**config.mk**
```make
export PLATFORM = sky130hd
export DESIGN_NAME = nussinov_kernel
export DESIGN_NICKNAME = d
export VERILOG_FILES = /design/src/rtl/nussinov_pkg.sv /design/src/rtl/nussinov_mem_port.sv /design/src/rtl/nussinov_kernel.sv
export SDC_FILE = /design/constraint.sdc
export NUM_CORES = 1
export LEC_CHECK = 0
export BUFFER_PORTS_ARGS = -buffer_cell sky130_fd_sc_hd__buf_2
export CAP_MARGIN = 20
export CORE_AREA = 2 2 287 289
export CTS_BUF_LIST = sky130_fd_sc_hd__clkbuf_4 sky130_fd_sc_hd__clkbuf_8
export DETAILED_ROUTE_END_ITERATION = 8
export DIE_AREA = 0 0 289 291
export GPL_ROUTABILITY_DRIVEN = 0
export SYNTH_ARGS = -nofsm -noshare
export SYNTH_HDL_FRONTEND = slang
export SYNTH_SLANG_ARGS = --single-unit
export TNS_END_PERCENT = 50
```
**constraint.sdc**
```tcl
create_clock -name clk -period 11.54 [get_ports clk]
set_input_delay 0 -clock clk [delete_from_list [all_inputs] [get_ports clk]]
set_output_delay 0 -clock clk [all_outputs]
set_load 0.01 [all_outputs]
```
**src/rtl/nussinov_pkg.sv**
```systemverilog
// Shared definitions for the Nussinov kernel.
//   - sequencer state and step-phase encodings
//   - elem_addr : word index -> byte address within the region
//   - base_match: pairing score for two bases
package nussinov_pkg;

  localparam logic [2:0] S_IDLE = 3'd0;
  localparam logic [2:0] S_CALC = 3'd1;
  localparam logic [2:0] S_RD   = 3'd2;
  localparam logic [2:0] S_WR   = 3'd3;
  localparam logic [2:0] S_DONE = 3'd4;

  // Operand fetch order for one (i,j) cell
  localparam logic [3:0] PH_TIJ  = 4'd0;  // table[i][j]     -> acc
  localparam logic [3:0] PH_LEFT = 4'd1;  // table[i][j-1]
  localparam logic [3:0] PH_DOWN = 4'd2;  // table[i+1][j]
  localparam logic [3:0] PH_DIAG = 4'd3;  // table[i+1][j-1]
  localparam logic [3:0] PH_SI   = 4'd4;  // seq[i]
  localparam logic [3:0] PH_SJ   = 4'd5;  // seq[j]
  localparam logic [3:0] PH_K1   = 4'd6;  // table[i][k]
  localparam logic [3:0] PH_K2   = 4'd7;  // table[k+1][j]
  localparam logic [3:0] PH_WR   = 4'd8;  // write acc -> table[i][j]

  function automatic logic [63:0] elem_addr(input logic [63:0] base, input logic [63:0] idx);
    return base + (idx << 2);
  endfunction

  function automatic logic [31:0] base_match(input logic [31:0] a, input logic [31:0] b);
    return ((a + b) == 32'd3) ? 32'd1 : 32'd0;
  endfunction

endpackage

```
**src/rtl/nussinov_mem_port.sv**
```systemverilog
// Single-outstanding memory port for the Nussinov kernel.
//   start/we/addr/wdata : request from the sequencer (start only when idle)
//   ack/rdata           : one-cycle pulse after the response is taken; rdata holds read word
//   read_*/write_*      : external request/acknowledge handshake
module nussinov_mem_port
  import nussinov_pkg::*;
#(
  parameter int DATA_WID = 32
) (
  input  logic                clk,
  input  logic                reset,
  input  logic                start,
  input  logic                we,
  input  logic [63:0]         addr,
  input  logic [DATA_WID-1:0] wdata,
  input  logic [63:0]         read_ready,
  input  logic [63:0]         write_ready,
  input  logic [DATA_WID-1:0] read_data,
  output logic                read_enable,
  output logic                write_enable,
  output logic [63:0]         read_addr,
  output logic [63:0]         write_addr,
  output logic [DATA_WID-1:0] write_data,
  output logic                finish_read,
  output logic                finish_write,
  output logic                ack,
  output logic [DATA_WID-1:0] rdata
);

  // Responses only count when a request is actually pending
  assign finish_read  = read_enable  & (read_ready  == 64'd1);
  assign finish_write = write_enable & (write_ready == 64'd1);

  always_ff @(posedge clk) begin
    if (reset) begin
      read_enable  <= 1'b0;
      write_enable <= 1'b0;
      read_addr    <= '0;
      write_addr   <= '0;
      write_data   <= '0;
      ack          <= 1'b0;
      rdata        <= '0;
    end else begin
      ack <= 1'b0;
      if (start) begin
        if (we) begin
          write_enable <= 1'b1;
          write_addr   <= addr;
          write_data   <= wdata;
        end else begin
          read_enable <= 1'b1;
          read_addr   <= addr;
        end
      end else if (finish_read) begin
        read_enable <= 1'b0;
        rdata       <= read_data;
        ack         <= 1'b1;
      end else if (finish_write) begin
        write_enable <= 1'b0;
        ack          <= 1'b1;
      end
    end
  end

endmodule

```
**src/rtl/nussinov_kernel.sv**
```systemverilog
// Nussinov RNA-folding DP kernel, in-place over a word-addressed region.
//   region: seq[0..N-1] at words 0..N-1, table[r][c] at word N + r*N + c
//   read_*/write_* : one-outstanding request/ack handshake (via nussinov_mem_port)
//   done/returnvalue : completion flag and final table[0][N-1]
//   write_base, num_read : informational only
module nussinov_kernel
  import nussinov_pkg::*;
#(
  parameter int N        = 60,
  parameter int DATA_WID = 32
) (
  input  logic                clk,
  input  logic                reset,
  input  logic [63:0]         read_base,
  input  logic [63:0]         write_base,
  input  logic [63:0]         num_read,
  input  logic [63:0]         read_size_input,
  input  logic [63:0]         read_ready,
  input  logic [63:0]         write_ready,
  input  logic [DATA_WID-1:0] read_data,
  output logic                read_enable,
  output logic                write_enable,
  output logic                finish_read,
  output logic                finish_write,
  output logic                done,
  output logic [63:0]         read_addr,
  output logic [63:0]         write_addr,
  output logic [63:0]         write_size,
  output logic [63:0]         read_size_output,
  output logic [DATA_WID-1:0] write_data,
  output logic [DATA_WID-1:0] returnvalue
);

  localparam int IW = $clog2(N + 1);
  localparam logic [IW-1:0] ONE  = IW'(1);
  localparam logic [IW-1:0] LAST = IW'(N - 1);
  // Row N-1 has no cells, so the sweep starts at row N-2
  localparam logic [IW-1:0] I0   = IW'((N > 1) ? N - 2 : 0);

  logic [2:0]          state;
  logic [3:0]          ph;
  logic [IW-1:0]       i, j, k;
  logic [DATA_WID-1:0] acc, tmp, sa;
  logic [63:0]         idx;
  logic                start, ack;
  logic [DATA_WID-1:0] rdata;
  logic                unused_inputs;

  assign unused_inputs = ^{write_base, num_read};

  function automatic logic [63:0] tix(input logic [IW-1:0] r, input logic [IW-1:0] c);
    return 64'(N) + 64'(r) * 64'(N) + 64'(c);
  endfunction

  function automatic logic [DATA_WID-1:0] smax(input logic [DATA_WID-1:0] a,
                                               input logic [DATA_WID-1:0] b);
    return ($signed(a) > $signed(b)) ? a : b;
  endfunction

  always_comb begin
    idx = tix(i, j);
    case (ph)
      PH_LEFT: idx = tix(i, j - ONE);
      PH_DOWN: idx = tix(i + ONE, j);
      PH_DIAG: idx = tix(i + ONE, j - ONE);
      PH_SI:   idx = 64'(i);
      PH_SJ:   idx = 64'(j);
      PH_K1:   idx = tix(i, k);
      PH_K2:   idx = tix(k + ONE, j);
      default: ;
    endcase
  end

  // CALC lasts exactly one cycle, so start is a single-cycle pulse
  assign start = (state == S_CALC);

  nussinov_mem_port #(.DATA_WID(DATA_WID)) u_port (
    .clk          (clk),
    .reset        (reset),
    .start        (start),
    .we           (ph == PH_WR),
    .addr         (elem_addr(read_base, idx)),
    .wdata        (acc),
    .read_ready   (read_ready),
    .write_ready  (write_ready),
    .read_data    (read_data),
    .read_enable  (read_enable),
    .write_enable (write_enable),
    .read_addr    (read_addr),
    .write_addr   (write_addr),
    .write_data   (write_data),
    .finish_read  (finish_read),
    .finish_write (finish_write),
    .ack          (ack),
    .rdata        (rdata)
  );

  always_ff @(posedge clk) begin
    if (reset) begin
      state            <= S_IDLE;
      ph               <= PH_TIJ;
      i                <= '0;
      j                <= '0;
      k                <= '0;
      acc              <= '0;
      tmp              <= '0;
      sa               <= '0;
      done             <= 1'b0;
      returnvalue      <= '0;
      write_size       <= '0;
      read_size_output <= '0;
    end else begin
      write_size       <= read_size_input;
      read_size_output <= read_size_input;
      case (state)
        S_IDLE: begin
          i     <= I0;
          j     <= LAST;
          k     <= '0;
          ph    <= PH_TIJ;
          state <= S_CALC;
        end
        S_CALC: state <= (ph == PH_WR) ? S_WR : S_RD;
        S_RD: if (ack) begin
          state <= S_CALC;
          case (ph)
            PH_TIJ: begin
              acc <= rdata;
              ph  <= PH_LEFT;
              // Single-element table: nothing to fold, report it directly
              if (N == 1) begin
                returnvalue <= rdata;
                done        <= 1'b1;
                state       <= S_DONE;
              end
            end
            PH_LEFT: begin acc <= smax(acc, rdata); ph <= PH_DOWN; end
            PH_DOWN: begin acc <= smax(acc, rdata); ph <= PH_DIAG; end
            PH_DIAG: begin
              if (i < j - ONE) begin
                tmp <= rdata;
                ph  <= PH_SI;
              end else begin
                // j == i+1: no pairing term and an empty k range
                acc <= smax(acc, rdata);
                ph  <= PH_WR;
              end
            end
            PH_SI: begin sa <= rdata; ph <= PH_SJ; end
            PH_SJ: begin
              acc <= smax(acc, tmp + DATA_WID'(base_match(32'(sa), 32'(rdata))));
              k   <= i + ONE;
              ph  <= PH_K1;
            end
            PH_K1: begin tmp <= rdata; ph <= PH_K2; end
            PH_K2: begin
              acc <= smax(acc, tmp + rdata);
              if (k + ONE < j) begin
                k  <= k + ONE;
                ph <= PH_K1;
              end else begin
                ph <= PH_WR;
              end
            end
            default: ph <= PH_TIJ;
          endcase
        end
        S_WR: if (ack) begin
          state <= S_CALC;
          ph    <= PH_TIJ;
          if (j < LAST) begin
            j <= j + ONE;
          end else if (i == '0) begin
            returnvalue <= acc;
            done        <= 1'b1;
            state       <= S_DONE;
          end else begin
            i <= i - ONE;
            j <= i;
          end
        end
        S_DONE: ;
        default: state <= S_IDLE;
      endcase
    end
  end

endmodule

```
== After elaboration in Yosys (flattened, before gate mapping) ==
Index checks and enable logic that the tools add are counted.

* Flip-flop bits (word level): 413
* Output and inout bits: 325
* Bits of input ports: 418
* Word-level logic and storage cells: 148

* Magnitude comparators: 6
* Multipliers: 3
* Add/subtract/negate cells: 18
* Eq/ne operators: 29
* Reduce and logical (&&, ||, !) cells: 26
* Multiplexer cells: 42
* Bitwise gates (word level): 6

{| class="wikitable"
|+ Operators by type and width
! kind !! count
|-
| $pmux 62 s7 || 1
|-
| $mux 32 || 5
|-
| $pmux 32 s5 || 1
|-
| $eq 64x1->1 const B || 2
|-
| $gt 32x32->1 || 3
|-
| $add 13x6->14 || 6
|-
| $add 32x32->32 || 2
|-
| $add 64x64->64 || 1
|-
| $pmux 32 s2 || 1
|-
| $mux 6 || 8
|-
| $pmux 6 s2 || 4
|-
| $add 6x12->13 const A || 3
|-
| $add 32x1->32 || 1
|-
| $eq 32x2->1 const B || 1
|-
| $pmux 4 s8 || 1
|-
| $mul 6x4->10 const B || 3
|-
| $add 6x1->6 const B || 3
|-
| $eq 4x3->1 const B || 4
|-
| $mux 4 || 4
|-
| $reduce_and 4->1 || 4
|-
| $pmux 3 s5 || 1
|-
| $reduce_and 3->1 || 5
|-
| $ne 2x2->1 const B || 7
|-
| $lt 6x6->1 || 2
|-
| 25 further kinds || 57
|}

== Logic depth before layout (Yosys ltp) ==
Gate-level depths: netlist of run 1.

* Word-level depth: 7
* Depth in mapped cells: 34
* Mapped depth without buffers: 32

== Hierarchy ==
From an unflattened synthesis of run 1, not the netlist that was laid out.

* Cells, all modules: 3560
* Area total of the unflattened synthesis: 27513.9 um2

{| class="wikitable"
|+ By module, submodules not included
! module !! area an instance (um2) !! cells an instance !! times used !! seq. area each (um2)
|-
| nussinov_kernel || 20053.0 || 2643 || 1 || 4364.2
|-
| nussinov_mem_port || 7460.9 || 917 || 1 || 3903.7
|}

== Least setup slack after synthesis of run 1 ==
No wires, ideal clock.

* Kind: reg2reg
* Start point: reg i[0]
* End point: reg u_port.write_addr[62]
* Period minus slack after synthesis: 7.056 ns
* Slack: 4.484 ns
* Arrival: 6.918 ns
* Required time: 11.403 ns
* Path buffers: 3
* Stages on the path, launching flop included: 29
* Cell sequence: dfxtp_1 -> buf_1 -> inv_1 -> ha_1 -> xnor2_1 -> ha_1 -> ha_1 -> xnor2_1 -> fa_1 -> nor3_1 -> nand2b_1 -> ha_1 -> xnor2_1 -> a211oi_1 -> o21ai_0 -> a221oi_1 -> o22ai_1 -> ha_1 -> o21a_1 -> o21a_1 -> a2111oi_1 -> nor3_1 -> o2111a_1 -> buf_2 -> and4_1 -> clkbuf_1 -> nand4_1 -> xor2_1 -> a211oi_1

* Longest elaborated chain between the ends: 6

{| class="wikitable"
|+ RTL lines
! what !! RTL line !! RTL
|-
| from (decl) || nussinov_kernel.sv:42 || <nowiki>logic [IW-1:0] i, j, k;</nowiki>
|-
| from (signal assigned) || nussinov_kernel.sv:178 || <nowiki>i <= i - ONE;</nowiki>
|-
| $add 6x1->6 || nussinov_kernel.sv:64, nussinov_kernel.sv:65 ||
|-
| $mul 6x4->10 || nussinov_kernel.sv:52 || <nowiki>return 64'(N) + 64'(r) * 64'(N) + 64'(c);</nowiki>
|-
| $add 6x12->13 || nussinov_kernel.sv:52 ||
|-
| $add 13x6->14 || nussinov_kernel.sv:52 ||
|-
| $pmux 62 s7 (*) || nussinov_kernel.sv:62 || <nowiki>case (ph)</nowiki>
|-
| $add 64x64->64 (*) || nussinov_pkg.sv:25 || <nowiki>return base + (idx << 2);</nowiki>
|-
| to (signal assigned) || nussinov_mem_port.sv:48 || <nowiki>write_addr <= addr;</nowiki>
|-
| to (decl) || nussinov_mem_port.sv:22 || <nowiki>output logic [63:0] write_addr,</nowiki>
|}

Every way passes the cells marked *; elsewhere a longest branch is shown, timed or not.
A chain may end at the register's enable or synchronous reset.

== Worst setup path after layout of run 1 ==
* Start point: reg i[0]
* End point: reg u_port.write_addr[63]

Same word-level chain as after synthesis.

==> flow_summary.toml, run 1 <==
[critical_path]
worstPathRequired_ns = 12.12
r2r_setup_slack_ns = 2.49
crit_arrival_ns = 9.64
cp-start-kind = "register"
cp_max_fo = 16
crit_path_end_kind = "register"
crit_type = "reg -> reg"

[drt]
initialDrtViolationCount = 2033
drc = 0
via_per_inst = 5.27
antenna_left = 0
first_pass_iters = 6
wl_per_cell_um = 22.2
vias = 27600
wl_mm = 116

[run]
cap_violations = 0

[clock_network]
cts_buffer_depth = 3
hold_buffers = 219
cts_resized = 0
cts_tree = "built"
cts_root_buf = "clkbuf_8"
clk_pin_slew_ns = 0.06
cts_setup_buffers = 0
htree_num_levels = 3
cts.sinks = 413
insertion_delay_ns = 0.69
cts-buffers-inserted = 80

[cells_and_area]
syn_to_final_growth_pct = 28.0
seqCellArea_sq_mm = 0.00827
fin_nets = 4794
fillerInstances = 8294
drive_above_1_share_pct = 19.8
fin_util_pct = 42.4
multiInputGateArea_sq_mm = 0.0171

[sta]
hold_viol = 0
final_max_slew_viol_count = 0
fin_ws_ns = 2.49
min_period_ns = 9.05
post-route-period-util_pct = 78.5
finalSetupViolCount = 0
worst_hold_slack_ns = 0.0376
finalSetupTns_ns = 0
relSlewSlack_pct = 26.0
tightest_slew_ns = 1.11
max_freq_mhz = 110
rsz0062_at_grt = "false"
skew_ns = 0.0291

[floorplan]
io-pin-count = 743
coreArea_sq_mm = 0.0812
start_util_pct = 33.1
rows = 105
fp.dieW_um = 289
chipHeight_um = 291
die_area_sq_mm = 0.0841

[global_routing]
grt_pass1_wl_mm = 166
grt_usage_pct = 26.4
grt_pass1_vias = 25700
grt-ovfl-total = 0
grt_max_degree = 100
grt_antenna_before_repair = 17

[yosys]
post-synth-top-area-cell = "dfxtp_1"
syn_nets = 4088
synth-edff-count = 0
syn_inst = 3392
synth_seq_area_share_pct = 30.7
synth_area_leaders = "dfxtp_1 31%, ha_1 12%, nand2_1 6.7%"
synth_flop_cell = "dfxtp_1"
synth_common_cells = "480 x nand2_1, 413 x dfxtp_1, 331 x nor2_1"
synth_most_common_cell = "nand2_1"
yosysWarnings = 0
async_flop_share_pct = 0
synth_seq_cells = 413
yosysUniqueCellTypes = 82
synth_area_sq_mm = 0.0269
avgSynthCellArea_sq_um = 7.93
synth_top_cell_area_share_pct = 30.7

[pwr]
peakVddDrop_v = 0.000192
p_per_area_mw_per_mm2 = 151
leakage_nw = 15.2
p_total_mw = 5.19

[status]
outcome = "finished clean"

[placement]
portBuffers = 614
dp_hpwl_mm = 87.7
pre_cts_ws_ns = 2.52

[worst_hold_path]
hold_path_class = "in -> reg"
-- cell families after synthesis --
kind of cell	after synthesis	share of synthesized area [%]
mux	55	2.07
fa+ha+maj	279	13.7
other cells	1	0.0139
buf+inv	370	6.12
simple gates	1286	22.0
xor+xnor	218	7.09
compound gates	770	18.3
flops	413	30.7
-- per-stage QoR --
step	instance area, sq um	instances
2_1_floorplan	26900	3392
3_3_place_gp	30400	4866
3_5_place_dp	30400	4866
4_1_cts	34400	5225
5_1_grt	34400	5232
6_report	34500	5236
-- final timing paths --
path                               from                    end  cells after the start
setup / recovery                   i[0]  u_port.write_addr[63]                     27
hold / removal             read_base[6]    u_port.read_addr[6]                      5
setup reg to reg                   i[0]  u_port.write_addr[63]                     27
hold reg to reg   u_port.write_data[21]  u_port.write_data[21]                      2
-- power by group --
part	total (mW)	switching (mW)	internal (mW)
registers	1.54	0.0608	1.48
clock network	1.66	0.724	0.940
logic	1.98	1.18	0.810
-- layer usage --
metal  vias to the layer above  part of all wire, %  track usage (%)
met4                        12                  7.4             15.8
met3                       290                  7.6             5.85
met2                      1151                   45             43.2
met1                     12900                   40             31.4
li1                      13300                    -                -
met5                         -                0.077                0
-- flip-flops by register name, summed over array words and instances, names as in the netlist, 32 cells and up --
| register | cells |
|---|---|
| read_size_output | 64 |
| u_port.read_addr | 64 |
| u_port.write_addr | 64 |
| acc | 32 |
| returnvalue | 32 |
| sa | 32 |
| tmp | 32 |
| u_port.rdata | 32 |
| u_port.write_data | 32 |
-- placed cells by master, fill, tap and decap left out, types with 62 or more instances in the layout --
cell type      count
xor2_1            92
ha_1             253
nor2b_1           90
nand2_1          480
buf_2            613
xnor2_1          126
a211oi_1         105
nor2_1           327
nor3_1            87
inv_1            131
dfxtp_1          413
o21ai_0           98
clkbuf_8          97
a21oi_1          301
nand3_1           69
a21o_1            62
dlygate4sd3_1    219
-- critical path: stages, from the launching register on --
cell and delay, ns:
dfxtp_1 0.77, inv_1 0.39, ha_1 0.58, xnor2_1 0.44, ha_1 0.31, ha_1 0.34, xnor2_1 0.29, fa_1 0.48
nor3_1 0.26, nand2b_1 0.15, ha_1 0.25, xnor2_1 0.18, a211oi_1 0.46, o21ai_0 0.17, a221oi_1 0.27, o22ai_1 0.21
ha_1 0.42, o21a_1 0.14, nor2_1 0.05, a211oi_1 0.33, o21bai_1 0.16, a21boi_1 0.25, buf_4 0.26, o211ai_1 0.37
nor3_1 0.46, xnor2_1 0.10, dlygate4sd3_1 0.60, a211oi_1 0.24
-- final cells by class --
class	instances	share of cell area, %
Timing Repair Buffer	863	16.0
Antenna cell	10	0.0726
Clock inverter	26	0.926
Inverter	131	1.43
Tap cell	1070	3.89
Multi-Input combinational cell	2609	49.5
Sequential cell	413	24.0
Clock buffer	114	4.25
No activity file was read; power rests on OpenSTA's default activity.
==> inputs of run 2 (changes only) <==
ABC_AREA = 1   (was unset)
CORE_AREA = 2 2 291 293   (was 2 2 287 289)
DIE_AREA = 0 0 293 295   (was 0 0 289 291)
clock period = 9.1 ns   (was 11.54 ns; I/O delays follow)
==> flow_summary.toml, run 2 <==
[critical_path]
reg2regPathDepth = 38
crit_arrival_ns = 8.90
reg2reg_from = "i[0]"
crit_path_end_kind = "register"
rr_endpoint = "u_port.write_addr[62]"
cp_slowest_cell = "dfxtp_1"
worstPathRequired_ns = 9.75
r2r_setup_slack_ns = 0.86
crit_type = "reg -> reg"
cp-start-kind = "register"
max_stage_delay_ns = 0.70
cp_max_fo = 14

[yosys]
syn_nets = 5076
synth_common_cells = "691 x nand2_1, 672 x inv_1, 591 x nor2_1"
synth_area_leaders = "dfxtp_1 28%, ha_1 11%, nand2_1 8.8%"
synth-edff-count = 0
synth_area_sq_mm = 0.0293
synth_seq_cells = 413
avgSynthCellArea_sq_um = 6.70
post-synth-top-area-cell = "dfxtp_1"
async_flop_share_pct = 0
synth_seq_area_share_pct = 28.2
yosysUniqueCellTypes = 59
synth_top_cell_area_share_pct = 28.2
yosysWarnings = 0
syn_inst = 4380
synth_most_common_cell = "nand2_1"
synth_flop_cell = "dfxtp_1"

[worst_hold_path]
hold_end = "u_port.read_enable"
hold-path-cell-count = 5
hold_path_class = "in -> reg"
hp-start = "read_ready[1]"

[sta]
post-route-period-util_pct = 90.6
rsz0062_at_grt = "false"
worst_hold_slack_ns = 0.0101
relSlewSlack_pct = 30.5
min_period_ns = 8.24
final_max_slew_viol_count = 0
max_freq_mhz = 121
hold_viol = 0
tightest_slew_ns = 1.04
finalSetupTns_ns = 0
skew_ns = 0.0423
finalSetupViolCount = 0
fin_ws_ns = 0.858

[placement]
pre_cts_ws_ns = 1.63
dp.cells = 5898
dp_hpwl_mm = 91.5
portBuffers = 614

[clock_network]
cts_buffer_depth = 3
cts_tree = "built"
clk_pin_slew_ns = 0.07
hold_buffers = 271
cts_root_buf = "clkbuf_8"
insertion_delay_ns = 0.72
cts.sinks = 413
htree_num_levels = 3
cts_setup_buffers = 0
cts-buffers-inserted = 80
cts_resized = 0

[floorplan]
fp.dieW_um = 293
rows = 106
io-pin-count = 743
die_area_sq_mm = 0.0864
coreArea_sq_mm = 0.0832
chipHeight_um = 295
start_util_pct = 35.3

[cells_and_area]
seqCellArea_sq_mm = 0.00827
layout.cells.non_filler = 6317
syn_to_final_growth_pct = 27.2
multiInputGateArea_sq_mm = 0.0175
fin_util_pct = 44.9
final_common_cell = "nand2_1"
drive_above_1_share_pct = 16.0
fin_nets = 5868
final_cell_mix = "688 x nand2_1, 671 x inv_1, 613 x buf_2"
fillerInstances = 8577
top_regs = "read_size_output (64), u_port.read_addr (64), u_port.write_addr (64)"

[drt]
antenna_left = 0
wl_per_cell_um = 18.9
wl_mm = 119
via_per_inst = 5.14
vias = 32500
initialDrtViolationCount = 2476
drc = 0
first_pass_iters = 5

[global_routing]
use_met1_pct = 34.2
grt_max_degree = 107
grt-ovfl-total = 0
grt_usage_pct = 26.3
met3_usage_pct = 3.99
grt_antenna_before_repair = 7
grt.met2_usage_pct = 43.2
grt_pass1_wl_mm = 176
grt_pass1_vias = 30400
gr-max-usage-layer = "met2"

[pwr]
p_per_area_mw_per_mm2 = 198
peakVddDrop_v = 0.000333
leakage_nw = 18.4

[status]
outcome = "finished clean"

[run]
cap_violations = 0
[run 2: worst max-delay path, delay by kind of cell, from the launching register on]
family | cells | cell delay [ns]
compound gates | 3 | 0.77
flops | 1 | 0.70
fa+ha+maj | 6 | 2.19
buf+inv | 8 | 1.91
xor+xnor | 3 | 0.79
simple gates | 18 | 1.81
[run 2: routing by layer]
metal	part of all wire, %	wire length [um]	vias up
met3	7.2	8630	248
met5	0	0	-
met4	4.2	5000	0
met1	43	51700	15000
met2	45	54000	1237
li1	-	-	16000
[run 2: logic make-up after synthesis]
family	share of synthesized area, %
and+or+nand+nor	26.7
buffers and inverters	12.2
AOI/OAI and AO/OA	17.0
DFF	28.2
adders and majority gates	12.5
xor gates and xnor gates	3.37
other	0.0128
[run 2: worst max-delay path by stage]
stage                     from               endpoint  slack, ns  cells past startpoint
2_1_floorplan             i[0]   u_port.read_addr[22]       3.40                     35
3_3_place_gp   u_port.rdata[0]                 acc[4]       1.77                     39
3_5_place_dp   u_port.rdata[0]                 acc[1]       1.63                     39
4_1_cts                   i[0]  u_port.write_addr[62]       0.99                     37
5_1_grt                   i[0]  u_port.write_addr[62]       0.32                     38
6_report                  i[0]  u_port.write_addr[62]       0.86                     38
[run 2: final cells by class]
| type | instances | share of cell area, % |
|---|---|---|
| inverter | 685 | 6.91 |
| multi-input combinational | 3089 | 46.9 |
| antenna | 7 | 0.0469 |
| clock buffer | 117 | 3.91 |
| timing repair buffer | 903 | 15.9 |
| tap | 1080 | 3.62 |
| clock inverter | 23 | 0.526 |
| sequential | 413 | 22.1 |
[run 2: where the power goes]
part / switching [mW] / internal (mW) / leakage (nW) / total [mW]
Combinational: 2.23 / 1.19 / 14.2 / 3.42
Sequential: 0.0789 / 1.89 / 3.36 / 1.97
Clock: 0.894 / 1.09 / 0.873 / 1.98
[run 2: stage by stage]
stage / total power, mW / cell area (sq um)
2_1_floorplan: 4.35 / 29300
4_1_cts: 7.38 / 37300
3_5_place_dp: 5.28 / 32900
6_report: 7.37 / 37300
5_1_grt: 7.89 / 37300
3_3_place_gp: 5.25 / 32900
